[src/rtl/serial_add_sub_unit.sv]
// serial_add_sub_unit: multi-cycle WIDTH-bit adder/subtractor, CHUNK bits per clock, LSB chunk first.
// Ports: Clk/Rst_n (sync active-low); Start, A, B, Cin, Sub sampled when not Busy;
//        Busy high during the N compute cycles; Done one-cycle pulse; Sum, Cout, Ovf registered result.
module serial_add_sub_unit #(
  parameter int WIDTH = 16,
  parameter int CHUNK = 4
) (
  input  logic             Clk,
  input  logic             Rst_n,
  input  logic             Start,
  input  logic [WIDTH-1:0] A,
  input  logic [WIDTH-1:0] B,
  input  logic             Cin,
  input  logic             Sub,
  output logic             Busy,
  output logic             Done,
  output logic [WIDTH-1:0] Sum,
  output logic             Cout,
  output logic             Ovf
);
  localparam int N  = WIDTH / CHUNK;
  localparam int KW = N > 1 ? $clog2(N) : 1;
  typedef enum logic [1:0] {IDLE, RUN, DONE} state_t;
  state_t state_q, state_d;
  logic [WIDTH-1:0] a_q, a_d, b_q, b_d, res_q, res_d, sum_q, sum_d;
  logic [KW-1:0] k_q, k_d;
  logic carry_q, carry_d, cout_q, cout_d, ovf_q, ovf_d;
  logic [CHUNK-1:0] a_ch, b_ch, s_ch;
  logic co, ci_msb;
  assign a_ch = a_q[k_q*CHUNK +: CHUNK];
  assign b_ch = b_q[k_q*CHUNK +: CHUNK];
  assign {co, s_ch} = {1'b0, a_ch} + {1'b0, b_ch} + {{CHUNK{1'b0}}, carry_q};
  // carry into the chunk MSB recovered from its sum bit; only meaningful on the last chunk
  assign ci_msb = s_ch[CHUNK-1] ^ a_ch[CHUNK-1] ^ b_ch[CHUNK-1];
  assign Busy = state_q == RUN;
  assign Done = state_q == DONE;
  assign Sum  = sum_q;
  assign Cout = cout_q;
  assign Ovf  = ovf_q;
  always_comb begin
    state_d = state_q;
    a_d     = a_q;
    b_d     = b_q;
    res_d   = res_q;
    k_d     = k_q;
    carry_d = carry_q;
    sum_d   = sum_q;
    cout_d  = cout_q;
    ovf_d   = ovf_q;
    if (state_q == RUN) begin
      res_d[k_q*CHUNK +: CHUNK] = s_ch;
      carry_d = co;
      k_d     = k_q + 1'b1;
      if (k_q == KW'(N - 1)) begin
        state_d = DONE;
        sum_d   = res_d;
        cout_d  = co;
        ovf_d   = co ^ ci_msb;
      end
    end else if (Start) begin
      // subtraction as A + ~B + ~Cin, so Cout reads as not-borrow
      state_d = RUN;
      a_d     = A;
      b_d     = Sub ? ~B : B;
      carry_d = Sub ? ~Cin : Cin;
      k_d     = '0;
    end else begin
      state_d = IDLE;
    end
  end
  always_ff @(posedge Clk) begin
    if (!Rst_n) begin
      state_q <= IDLE;
      a_q     <= '0;
      b_q     <= '0;
      res_q   <= '0;
      k_q     <= '0;
      carry_q <= 1'b0;
      sum_q   <= '0;
      cout_q  <= 1'b0;
      ovf_q   <= 1'b0;
    end else begin
      state_q <= state_d;
      a_q     <= a_d;
      b_q     <= b_d;
      res_q   <= res_d;
      k_q     <= k_d;
      carry_q <= carry_d;
      sum_q   <= sum_d;
      cout_q  <= cout_d;
      ovf_q   <= ovf_d;
    end
  end
endmodule

[config.mk]
export PLATFORM = sky130hd
export DESIGN_NAME = serial_add_sub_unit
export DESIGN_NICKNAME = d
export VERILOG_FILES = /design/src/rtl/serial_add_sub_unit.sv
export SDC_FILE = /design/constraint.sdc
export NUM_CORES = 1
export LEC_CHECK = 0
export BUFFER_PORTS_ARGS = -buffer_cell sky130_fd_sc_hd__buf_2
export CAP_MARGIN = 40
export CORE_ASPECT_RATIO = 0.8
export CORE_MARGIN = 4
export CORE_UTILIZATION = 56
export CTS_BUF_LIST = sky130_fd_sc_hd__clkbuf_16
export DETAILED_ROUTE_END_ITERATION = 16
export GPL_ROUTABILITY_DRIVEN = 0
export PLACE_DENSITY = 0.79
export SLEW_MARGIN = 20
export SYNTH_ARGS = -nofsm -noshare
export SYNTH_HDL_FRONTEND = slang
export SYNTH_SLANG_ARGS = --single-unit
[constraint.sdc]
create_clock -name Clk -period 3.95 [get_ports Clk]
set_input_delay 0.395 -clock Clk [delete_from_list [all_inputs] [get_ports Clk]]
set_output_delay 0.395 -clock Clk [all_outputs]
set_load 0.03 [all_outputs]
==> results.md, run 1 <==
Clock tree:
- Clock-pin slew was measured on the worst setup and hold paths at 50 ps.
- Once the clock tree was built, the resizer swapped 0 gates to a different size.
- The number of CTS-inserted buffers is 9.
- The later-pin clock latency in the skew report is 330 ps.
- After clock tree synthesis, the setup repair step added 0 buffers.
- The buffer levels on the longest clock path is 2.
- TritonCTS built the clock tree.
- The total of hold buffers inserted after clock tree synthesis is 0.
- The cell sitting at the root of the clock tree is a sky130_fd_sc_hd__clkbuf_16.
- CTS saw 71 sinks.
- The CTS H-tree depth is 3.

Power and ir drop:
- Net switching is 24.5% of the power.
- The total power of the final layout is 0.00175 W.
- In this run the power density over the cells is 449 nW/um^2.
- The internal power summed over all cells is 0.00132 W.
- Summed over all cells, the static leakage comes to 1.71 nW.
- The part of the total power dissipated in sequential elements is 43.7%.
- The share of total power dissipated in the clock network is 43.3%.
- The worst-case IR drop observed on VDD is 0.312 mV.
- Of the total power, combinational logic draws 13.0%.
- The total net switching power is 0.000429 W.

Worst setup path:
- The beginning of the worst register-to-register path is k_q[0].
- Counting both buffers and inverters, the worst setup path holds a total of 0.
- The highest fanout seen on the critical path is 6.
- On the critical path the largest part of the delay comes from adder cells.
- STA puts the critical path data required time at 4130 ps.
- The library cell appearing most often on the critical path is sky130_fd_sc_hd__fa_1.
- In this run the register-to-register setup slack is 860 ps.
- The critical path is of the flop to flop type.
- The slowest stage of the critical path is the sky130_fd_sc_hd__mux4_2 cell.
- Data on the critical path arrives at its endpoint at 3270 ps.
- The launching element type of the critical path is a flop.
- The worst register-to-register path ends at Ovf.
- Traced cell by cell, the critical path runs through mux4_2 -> fa_1 -> fa_1 -> a21o_1 -> a21oi_1 -> xnor3_1 -> xnor2_1 -> o21ai_1.
- The critical path endpoint category is a flop.
- On the worst path, the slowest cell contributes a delay of 580 ps.
- Measured in cells, the most critical reg-to-reg path has a length of 8.

Routing:
- The routed wire length is 7.26 mm.
- Dividing the detail-routed wire length by the instance count gives 15.1 um.
- The number of remaining DRC errors is 0.
- For this block, the via count after detailed routing is 2645.
- The detail route stage leaves a number of antenna-violating nets equal to 0.
- The iteration count of the initial detailed-routing pass is 5.
- The DRC violation total after the first TritonRoute iteration is 144.
- After detailed routing, the number of vias per cell comes to 5.50.

Final layout:
- The area overhead of the layout relative to synthesis is 17.4%.
- The count of nets after finishing is 447.
- The utilization after layout is 69.9%.
- The area of combinational cells with multiple inputs is 1780 um^2.
- The total area of sequential cells is 1420 um^2.
- The number of filler cells placed in the layout is 442.
- The repair_antennas step left the layout with diodes totalling 0.
- Of the cells placed in the final design, the portion with a size suffix greater than 1 is 21.8%.

Logic synthesis:
- The share of the Yosys chip area taken by registers is 42.8%.
- The cell area after technology mapping is 3320 um^2.
- The total of warnings raised by yosys is 0.
- The netlist uses 33 different library cells.
- The average cell area after synthesis is 9.44 um^2.
- The number of nets handed over by synthesis was 400.
- The most used flip-flop cell after synthesis is sky130_fd_sc_hd__dfxtp_1.
- Counting flops with a built-in enable in the synthesized netlist gives 0.
- The number of register bits inferred by synthesis is 71.
- The proportion of register bits with asynchronous set or reset after synthesis is 0%.
- In the synthesized netlist, the number of instances is 352.

Floorplan:
- The die is 76.9 um tall.
- The core area is 5590 um^2.
- The initial standard-cell utilization of the core is 59.5%.
- The floorplan step defined a die boundary enclosing 7240 um^2.
- The chip width is 94.1 um.
- The floorplan has 24 rows.
- 57 I/O pins were placed.

Min path:
- The worst hold path passes through 3 cells.
- The worst hold path begins at A[5].
- The path type of the worst min-delay path is input port to flop.
- The worst hold path terminates at a_q[5].

STA:
- The slew of the pin with the lowest slew margin is 781 ps.
- The minimum clock period is 3090 ps.
- The count of pins over their slew limit is 0.
- Setup violations remaining at the end of the flow were counted as 0.
- The final-report hold violation count is 0.
- Based on the critical path, the design can be clocked at up to 324 MHz.
- Setup repair after global routing left no endpoint under its margin.
- In this run the tightest slew margin relative to its limit is 47.8%.
- The setup total negative slack is 0 ps.
- The largest clock skew in the final design is 3.33 ps.
- The final critical path takes up 78.2% of the cycle.

Global routing:
- The number of antenna violations at the first check in global routing was 0.
- The first global-routing pass estimated 12.2 mm of wire.
- The total overflow left after global routing is 0.
- The number of global-route vias before repair came to 2494.
- The total track usage is 21.3%.
- The pin count of the biggest net entering global routing is 55.

Outcome:
- The flow ran to the end, and the final reports show no timing, DRC or antenna violations.

Placement:
- The half-perimeter wire length after placement is 5.02 mm.
- The number of buffer cells added on primary ports is 56.

Flow run:
- The max capacitance violation total is 0.
==> cells by family after synthesis <==
group,share of synthesized area (%)
AO/OA/AOI/OAI,19.4
XOR/XNOR,6.17
adder cells (fa/ha/maj),4.59
buffers and inverters,3.69
flip-flops,42.8
multiplexers,5.42
AND/OR/NAND/NOR,18.0
==> area by class of cell <==
cell class | instances | share of cell area (%)
clock buffers | 9 | 5.77
clock inverters | 6 | 1.38
inverters | 4 | 0.385
multi-input cells | 253 | 45.6
flip-flops and latches | 71 | 36.4
well taps | 78 | 2.50
repair buffers | 60 | 7.95
==> worst register-to-register path, cell delays in order, from the launching register on <==
cell and delay, ps:
sky130_fd_sc_hd__dfxtp_1 530, sky130_fd_sc_hd__mux4_2 580, sky130_fd_sc_hd__fa_1 440, sky130_fd_sc_hd__fa_1 410
sky130_fd_sc_hd__a21o_1 190, sky130_fd_sc_hd__a21oi_1 260, sky130_fd_sc_hd__xnor3_1 290, sky130_fd_sc_hd__xnor2_1 160
sky130_fd_sc_hd__o21ai_1 70
==> stage by stage <==
step | setup slack, ps | cells | hold WS (ps) | cell area (um^2)
final | 862 | 481 | 300 | 3900
after global routing | 661 | 481 | 308 | 3900
after detailed placement | 887 | 466 | 439 | 3620
after CTS | 837 | 481 | 292 | 3900
after global placement | 1020 | 466 | 433 | 3620
after floorplan | 971 | 352 | 432 | 3320
==> power by group through the flow <==
| stage | Sequential (W) | Combinational [W] | Clock (W) |
|---|---|---|---|
| after floorplan | 0.000771 | 0.000171 | 0 |
| after global placement | 0.000778 | 0.000218 | 0 |
| after detailed placement | 0.000779 | 0.000224 | 0 |
| after CTS | 0.000764 | 0.000225 | 0.000770 |
| after global routing | 0.000768 | 0.000247 | 0.000806 |
| final | 0.000765 | 0.000228 | 0.000759 |
==> cells in the final DEF (no fill, tap or decap), drive strengths merged <==
| cell type | n |
|---|---|
| mux4 | 8 |
| nand3 | 2 |
| and2 | 3 |
| xor2 | 1 |
| inv | 5 |
| a211oi | 1 |
| a32oi | 12 |
| o21a | 3 |
| fa | 2 |
| o21ai | 18 |
| nor4bb | 1 |
| a22oi | 4 |
| clkinv | 4 |
| nor2 | 3 |
| ha | 9 |
| nand2 | 73 |
| nand2b | 1 |
| nor3 | 4 |
| dfxtp | 71 |
| buf | 60 |
| a21o | 2 |
| a21boi | 16 |
| o211a | 16 |
| bufinv | 1 |
| clkbuf | 9 |
| a21oi | 19 |
| nor4b | 1 |
| xnor2 | 19 |
| nor2b | 34 |
| xnor3 | 1 |
==> Yosys cell counts (all sizes together) (8+ instances only) <==
library cell / n / area share [%]
o21ai: 18 / 2.7
xnor2: 19 / 5.2
a21boi: 16 / 3.6
o211a: 16 / 4.8
nor2b: 34 / 6.4
a21oi: 19 / 2.9
nand2: 73 / 8.2
clkbuf: 16 / 1.8
dfxtp: 71 / 43
ha: 9 / 3.4
buf: 8 / 1.4
a32oi: 12 / 3.2
mux4: 8 / 5.4
==> sequential cells by signal, indices dropped and copies added (netlist names) <==
register and count:
Cout 1, Ovf 1, Sum 16, a_q 16, b_q 16, carry_q 1, k_q 2, res_q 16
state_q 2
==> layer usage <==
layer | routed length, um | up-vias | track usage, %
met2 | 3220 | 85 | 31.7
met4 | 91 | 0 | 7.36
met1 | 3480 | 1240 | 29.8
li1 | - | 1313 | -
met3 | 463 | 7 | 5.87
met5 | 0 | - | 0
==> worst max path at each step <==
stage               startpoint  slack (ps)  end  depth (start not counted)
global route            k_q[0]         660  Ovf                          8
floorplan               k_q[0]         970  Ovf                          9
global placement        k_q[0]        1020  Ovf                          8
detailed placement      k_q[0]         890  Ovf                          8
CTS                     k_q[0]         840  Ovf                          8
finish                  k_q[0]         860  Ovf                          8
(Power assumes the default switching activity.)
==> run 2: changes to the inputs <==
Settings changed: ABC_AREA from default to 1, CORE_UTILIZATION 56 to 51, PLACE_DENSITY 0.79 to 0.75.
Clock period 3.95 ns to 2.67 ns, I/O delays scaled along.
==> run 2 against run 1 <==
Against the previous run:
- power up 60%
- combinational power up 120%
- clock power increased by 52%
- sequential power increased by 52%
- largest power group unchanged
- sequential share of layout area decreased by 1.3 points
- fmax rose by 27%
- register-to-register slack got worse by 620 ps
- setup slack lost 620 ps
==> results.md, run 2 <==
Worst setup path:
- The most critical setup path has its startpoint at k_q[0].
- The worst setup path is captured at a flop.
- The worst register-to-register path begins at k_q[0].
- The worst setup path is launched from a flop.
- By startpoint and endpoint, the worst setup path is classified as flop to flop.
- The endpoint required time on the critical path is 2950 ps (-1180 ps).
- The highest fanout seen on the critical path is 16 (+10).
- The data arrival time of the worst path is 2700 ps (-570 ps).

Routing:
- The routed wire length is 7.52 mm (+3.5%).
- The iteration count of the initial detailed-routing pass was 4 (-1).
- The number of remaining DRC errors is 0 (unchanged).
- The via total after detailed routing is 3022 (+14%).
- The detail-routed net length per standard cell is 12.7 um (-16%).
- The antenna violation net count after detailed routing is 0 (unchanged).
- The ratio of routed vias to standard cells is 5.10 (-7.3%).
- The DRC violation total after the first TritonRoute iteration is 152 (+5.6%).

Final layout:
- The count of nets after finishing was 552 (+23%).
- The most common cell after layout, fill and taps aside is sky130_fd_sc_hd__nor2_1.
- The antenna diode count is 0 (unchanged).
- The fraction of layout instances using a drive strength above 1 is 18.7% (-3.2 points).
- In the layout the commonest cells are 74 x sky130_fd_sc_hd__nor2_1, 73 x sky130_fd_sc_hd__nand2_1, 71 x sky130_fd_sc_hd__dfxtp_1, 56 x sky130_fd_sc_hd__buf_2, 47 x sky130_fd_sc_hd__inv_1.
- Compared with the post-synthesis result, the final layout area differs by 15.5%.
- The number of filler cells placed in the layout is 590 (+33%).

Global routing:
- The remaining global-route overflow came to 0 (unchanged).
- The number of antenna violations at the first check in global routing is 0 (unchanged).
- The total track usage is 19.9% (-1.4 points).
- The wire length of the first global-routing pass was 13.1 mm (+7.9%).
- The number of global-route vias before repair is 2862 (+15%).
- The pin count of the biggest net entering global routing is 50 (-9.1%).

Floorplan:
- The y dimension of the die is 82.2 um (+6.9%).
- The core area is 6540 um^2 (+17%).
- The site row count is 26 (+8.3%).
- The initial standard-cell utilization of the core came to 53.7% (-5.9 points).
- The total die area is 8280 um^2 (+14%).
- The chip width is 101 um (+7.0%).
- The number of ports placed on the die boundary is 57 (unchanged).

Power and ir drop:
- The total net switching power is 0.000780 W (+82%).
- The total leakage power is 1.95 nW (+14%).
- The total power per unit cell area is 693 nW/um^2 (+54%).
- The share of total power consumed by net switching is 27.8% (+3.3 points).
- The portion of total power attributed to the clock network is 41.0% (-2.3 points).
- The part of the total power dissipated in sequential elements is 41.3% (-2.4 points).
- The worst vdd rail ir drop is 0.369 mV (+18%).
- The internal power summed over all cells is 0.00203 W (+53%).
- The power share of the combinational group came to 17.7% (+4.7 points).

STA:
- The highest clock rate came to 412 MHz (+27%).
- The largest clock skew in the final design is 5.97 ps (+2.64 ps).
- The slew of the pin with the lowest slew margin came to 458 ps (-322 ps).
- The setup total negative slack is 0 ps (unchanged).
- The fraction of the cycle the final worst path needs is 90.9% (+13 points).
- The minimum clock period was 2430 ps (-661 ps).
- The final setup violation count came to 0 (unchanged).
- The count of pins over their slew limit is 0 (unchanged).
- Setup repair after global routing left no endpoint under its margin.
- The final-report hold violation count is 0 (unchanged).
- The setup slack after layout is 243 ps (-619 ps).
- The worst slew margin relative to its limit is 69.4% (+22 points).

Clock tree:
- The clock-pin transition on the worst setup and hold timing paths is 50 ps (about the same).
- The tree is rooted in a sky130_fd_sc_hd__clkbuf_16.
- The later-pin clock latency in the skew report came to 330 ps (about the same).
- TritonCTS built the clock tree.
- The total of hold buffers inserted after clock tree synthesis is 0 (unchanged).
- The number of CTS-inserted buffers is 9 (unchanged).
- The buffer levels on the longest clock path is 2 (unchanged).
- The CTS H-tree depth is 3 (unchanged).
- The total number of clock tree sinks is 71 (unchanged).

Logic synthesis:
- The post-synthesis instance total is 455 (+29%).
- The share of the synthesized area in the top cell type was 40.5% (-2.2 points).
- The total of warnings raised by yosys is 0 (unchanged).
- The proportion of register bits with asynchronous set or reset after synthesis is 0% (unchanged).
- The most instantiated library cell after synthesis is sky130_fd_sc_hd__nor2_1.
- The number of distinct library cells after synthesis is 32 (-3.0%).
- The net count after synthesis is 503 (+26%).
- The sequential fraction of the synthesis area is 40.5% (-2.2 points).
- The commonest cells after synthesis are 74 x sky130_fd_sc_hd__nor2_1, 73 x sky130_fd_sc_hd__nand2_1, 71 x sky130_fd_sc_hd__dfxtp_1.
- The cell area after technology mapping is 3510 um^2 (+5.5%).
- After synthesis, the cell types taking the most area are sky130_fd_sc_hd__dfxtp_1 41%, sky130_fd_sc_hd__nor2_1 7.9%, sky130_fd_sc_hd__nand2_1 7.8%, sky130_fd_sc_hd__o21ai_0 5.4%, sky130_fd_sc_hd__inv_1 4.9%.
- The largest total area in the synthesized netlist belongs to sky130_fd_sc_hd__dfxtp_1.
- The most used flip-flop cell after synthesis is sky130_fd_sc_hd__dfxtp_1.
- The count of flip-flops with a built-in enable after synthesis was 0 (unchanged).
- The number of register bits inferred by synthesis is 71 (unchanged).
- The average cell area after synthesis is 7.71 um^2 (-18%).

Placement:
- The worst-case setup slack after placement was 215 ps (-672 ps).
- The half-perimeter wire length after placement was 5.44 mm (+8.3%).
- The number of buffer cells added on primary ports is 56 (unchanged).

Flow run:
- The max capacitance violation total is 0 (unchanged).

Min path:
- The min-delay analysis places its worst path in the category input port to flop.
- The worst min-delay path startpoint is A[14].

Outcome:
- The run finished with clean final reports.
run 2: cell count changes in the layout (fill, tap and decap cells not counted), moves of 4 or more:
| cell | previous run | this run |
|---|---|---|
| sky130_fd_sc_hd__a22oi_1 | 4 | 0 |
| sky130_fd_sc_hd__o21ai_1 | 17 | 7 |
| sky130_fd_sc_hd__a22o_1 | 0 | 10 |
| sky130_fd_sc_hd__nor2b_1 | 34 | 0 |
| sky130_fd_sc_hd__mux4_2 | 8 | 0 |
| sky130_fd_sc_hd__a21boi_1 | 16 | 0 |
| sky130_fd_sc_hd__o211a_1 | 16 | 0 |
| sky130_fd_sc_hd__o22ai_1 | 0 | 12 |
| sky130_fd_sc_hd__nand3_1 | 2 | 16 |
| sky130_fd_sc_hd__a32oi_1 | 12 | 0 |
| sky130_fd_sc_hd__a211oi_1 | 1 | 17 |
| sky130_fd_sc_hd__o21ai_0 | 1 | 38 |
| sky130_fd_sc_hd__nor2_1 | 3 | 74 |
| sky130_fd_sc_hd__inv_1 | 3 | 47 |
run 2: power groups by stage:
stage                     logic, W  clock network, W  registers (W)
after floorplan           0.000392                 0        0.00117
after global placement    0.000471                 0        0.00118
after detailed placement  0.000482                 0        0.00118
after CTS                 0.000486           0.00116        0.00116
after global routing      0.000567           0.00121        0.00116
final                     0.000497           0.00115        0.00116
run 2: cell families (layout without fill, tap and decap cells):
group	Yosys count	after routing	synth area share (%)
buffers and inverters	76	130	11.3
flip-flops	71	71	40.5
XOR/XNOR	18	18	4.49
AO/OA/AOI/OAI	105	105	18.1
adder cells (fa/ha/maj)	11	11	4.35
AND/OR/NAND/NOR	174	174	21.3
run 2: routing by layer:
| metal | part of all wire (%) | GRT usage (%) | wire (um) |
|---|---|---|---|
| met1 | 51 | 28.0 | 3850 |
| met5 | 0 | 0 | 0 |
| met2 | 42 | 29.8 | 3120 |
| met3 | 5.8 | 5.71 | 436 |
| met4 | 1.4 | 5.52 | 104 |
run 2: final timing paths:
check	end	slack [ps]	cells after the start
max	res_q[13]	240	11
min reg2reg	Sum[3]	450	2
min	a_q[14]	190	3
max reg2reg	res_q[13]	240	11
run 2: area by class of cell:
| cell class | instances | area, um^2 | area share (%) |
|---|---|---|---|
| clock inverter | 7 | 63.8 | 1.57 |
| multi-input combinational | 308 | 1710 | 42.1 |
| sequential | 71 | 1420 | 35.1 |
| tap | 84 | 105 | 2.59 |
| timing repair buffer | 61 | 318 | 7.84 |
| inverter | 53 | 211 | 5.22 |
| clock buffer | 9 | 225 | 5.56 |
run 2: worst max-delay path: stages (launching register included):
cell	delay [ps]
sky130_fd_sc_hd__dfxtp_1	340
sky130_fd_sc_hd__buf_4	190
sky130_fd_sc_hd__o21ai_0	210
sky130_fd_sc_hd__o22ai_1	120
sky130_fd_sc_hd__fa_1	410
sky130_fd_sc_hd__fa_2	560
sky130_fd_sc_hd__nand2_1	70
sky130_fd_sc_hd__nor2_1	90
sky130_fd_sc_hd__inv_1	70
sky130_fd_sc_hd__o22ai_1	150
sky130_fd_sc_hd__o21ai_0	100
sky130_fd_sc_hd__inv_1	60
run 2: what timing repair did:
action                                 CTS  global route
endpoints found under the hold margin    0             0
buffers inserted                         0             0
setup endpoints to repair                0             5
gates resized for setup                  0             3
run 2: per-stage QoR:
stage | utilization, % | instances | hold WS (ps) | cell area [um^2] | total power (W)
after global placement | 57.3 | 577 | 433 | 3750 | 0.00165
after detailed placement | 57.3 | 577 | 434 | 3750 | 0.00166
after floorplan | - | 455 | 430 | 3510 | 0.00156
final | 62.0 | 593 | 186 | 4050 | 0.00281
after CTS | 61.7 | 593 | 185 | 4040 | 0.00280
after global routing | 62.0 | 593 | 209 | 4050 | 0.00294
==> run 3: changes to the inputs <==
Settings changed: CORE_ASPECT_RATIO 0.8 to 1.5.
Clock period 2.67 ns to 2.15 ns, I/O delays scaled along.
==> run 3 against run 2 <==
Against the previous run:
- the flow now finishes with violations (setup timing)
- combinational power is 53% higher
- power rose by 35%
- fmax rose by 9.7%
- final area is 8.3% higher
- critical path depth down 1
- non-clock buffer count is 17 higher
- die area increased by 0.23%
- sequential share of layout area shrank 2.5 points
- largest cell class unchanged
- highest routed layer unchanged
==> results.md, run 3 (synthesized netlist as in run 2, its figures left out) <==
Outcome:
- The flow ran to the end, but the final reports show violations.
- The final reports fail on setup timing.

Min path:
- In this run the worst hold path is classified as input port to flop.

Final layout:
- The area overhead of the layout relative to synthesis is 25.1%.
- The most common cell after layout, fill and taps aside is sky130_fd_sc_hd__nand2_1.
- The fraction of layout instances using a drive strength above 1 is 27.9% (+9.3 points).
- The area of combinational cells with multiple inputs came to 1880 um^2 (+9.9%).
- The utilization after layout was 66.7% (+4.7 points).
- The number of filler cells placed in the layout is 520 (-12%).
- The final design instance area without fill is 4390 um^2 (+8.3%).
- The count of nets after finishing is 569 (+3.1%).
- In the layout the commonest cells are 70 x sky130_fd_sc_hd__nand2_1, 69 x sky130_fd_sc_hd__dfxtp_1, 69 x sky130_fd_sc_hd__nor2_1, 56 x sky130_fd_sc_hd__buf_2, 46 x sky130_fd_sc_hd__inv_1.
- The total area of sequential cells is 1430 um^2 (+0.53%).
- The antenna diode count came to 0 (unchanged).

STA:
- The final setup violation count is 9 (+9).
- The fraction of the cycle the final worst path needs is 103% (+12 points).
- The largest clock skew in the final design is 9.14 ps (+3.17 ps).
- The worst slew margin relative to its limit was 70.3% (+0.83 points).
- Setup repair after global routing could not meet its margin everywhere.
- The count of pins over their slew limit came to 0 (unchanged).
- The highest clock rate came to 452 MHz (+9.7%).
- The setup slack after layout is -63.1 ps (-306 ps).
- The setup total negative slack is -322 ps (-322 ps).
- The minimum clock period was 2210 ps (-214 ps).
- The final-report hold violation count is 0 (unchanged).
- The worst hold margin came to 131 ps (-54.6 ps).
- The slew of the pin with the lowest slew margin is 446 ps (-12.4 ps).

Worst setup path:
- The data arrival time of the worst path was 2490 ps (-210 ps).
- The highest cell delay on the worst timing path is 540 ps (-20 ps).
- The path type of the worst setup path is flop to flop.
- Walking the worst path, the cells encountered are inv_8 -> o21ai_2 -> o22ai_2 -> fa_2 -> fa_2 -> nand2_1 -> nor2_1 -> inv_1 -> o22ai_2 -> a22o_1.
- The register-to-register path setup slack came to -60 ps (-310 ps).
- The launching element type of the critical path is a flop.
- The critical path endpoint category is a flop.
- The number of buffers and inverters on the critical path is 2 (-1).
- The highest fanout seen on the critical path was 9 (-7).
- The endpoint required time on the critical path is 2430 ps (-520 ps).
- The kind of cell with the highest combined delay on the critical path is adder cells.
- For this design, the slowest cell found on the critical path is sky130_fd_sc_hd__fa_2.

Power and ir drop:
- The worst vdd rail ir drop is 0.481 mV (+30%).
- The total power per unit cell area is 865 nW/um^2 (+25%).
- The total leakage power is 2.09 nW (+7.0%).

Routing:
- The number of remaining DRC errors was 0 (unchanged).
- The iteration count of the initial detailed-routing pass was 4 (unchanged).
- The ratio of routed vias to standard cells is 5.29 (+3.8%).
- The routed wire length is 8.29 mm (+10%).
- The via total after detailed routing is 3184 (+5.4%).
- The detail-routed net length per standard cell is 13.8 um (+8.6%).
- The DRC violation total after the first TritonRoute iteration is 184 (+21%).
- The antenna violation net count after detailed routing was 0 (unchanged).

Clock tree:
- The number of CTS-inserted buffers came to 9 (unchanged).
- The CTS H-tree depth is 3 (unchanged).
- The clock-pin transition on the worst setup and hold timing paths came to 60 ps (about the same).
- The buffer levels on the longest clock path was 2 (unchanged).
- The cell sitting at the root of the clock tree is a sky130_fd_sc_hd__clkbuf_16.
- The later-pin clock latency in the skew report came to 340 ps (about the same).
- The CTS tree is yes.
- The total of hold buffers inserted after clock tree synthesis is 0 (unchanged).
- The total number of clock tree sinks is 71 (unchanged).

Placement:
- The cell area after placement came to 3890 um^2 (+3.8%).
- The half-perimeter wire length after placement came to 5.83 mm (+7.2%).
- The number of buffer cells added on primary ports is 56 (unchanged).
- The worst-case setup slack after placement is -153 ps (-368 ps).

Floorplan:
- The initial standard-cell utilization of the core is 53.3% (-0.31 points).
- The y dimension of the die is 110 um (+33%).
- The total die area is 8300 um^2 (+0.23%).
- The site row count was 36 (+38%).
- The chip width is 75.7 um (-25%).
- The number of ports placed on the die boundary is 57 (unchanged).
- The core area came to 6580 um^2 (+0.57%).

Flow run:
- The max capacitance violation total came to 0 (unchanged).

Global routing:
- The remaining global-route overflow was 0 (unchanged).
- The pin count of the biggest net entering global routing is 50 (unchanged).
- The number of global-route vias before repair is 2937 (+2.6%).
- The wire length of the first global-routing pass is 13.0 mm (-1.0%).
- The number of antenna violations at the first check in global routing is 0 (unchanged).
- The total track usage was 20.6% (+0.67 points).
run 3: cell count changes in the layout (fill, tap and decap cells not counted), sizes merged:
cell	before	now
buf	61	78
inv	55	54
bufinv	1	2
run 3: worst min-delay path, stage by stage:
cell	delay, ps
sky130_fd_sc_hd__buf_2	70
sky130_fd_sc_hd__o21ai_0	70
sky130_fd_sc_hd__nor2_1	70
run 3: per-stage QoR:
stage / power [W] / cells
2_1_floorplan: 0.00196 / 455
3_5_place_dp: 0.00212 / 584
4_1_cts: 0.00372 / 602
3_3_place_gp: 0.00210 / 584
6_report: 0.00380 / 602
5_1_grt: 0.00394 / 602
run 3: area by class of cell:
| type | instances | area share, % |
|---|---|---|
| Inverter | 53 | 4.93 |
| Sequential cell | 71 | 32.6 |
| Timing Repair Buffer | 78 | 10.2 |
| Multi-Input combinational cell | 308 | 42.8 |
| Tap cell | 76 | 2.17 |
| Clock buffer | 9 | 5.13 |
| Clock inverter | 7 | 2.20 |
run 3: power by group:
group          switching (W)  internal, W
Clock               0.000573      0.00102
Combinational       0.000441     0.000317
Sequential         0.0000521      0.00140
Total                0.00107      0.00273
run 3: metal layers:
layer  part of all wire [%]  global-route usage, %  up-vias
met2                     54                   36.6       78
met5                      0                      0        -
met1                     39                   21.9     1469
li1                       -                      -     1614
met3                    3.8                   4.21       23
met4                    3.1                   11.4        0
run 3: final timing paths:
kind                            cells after the start       to  startpoint
worst max-delay path                               10   Sum[5]      k_q[0]
worst max register to register                     10   Sum[5]      k_q[0]
worst min-delay path                                3  a_q[10]       A[10]
worst min register to register                      2  Sum[10]     Sum[10]
run 3: repair_timing:
item,CTS,global route
gates resized for setup,13,33
pin swaps,5,5
buffers inserted,2,0
endpoints found under the setup margin,25,25
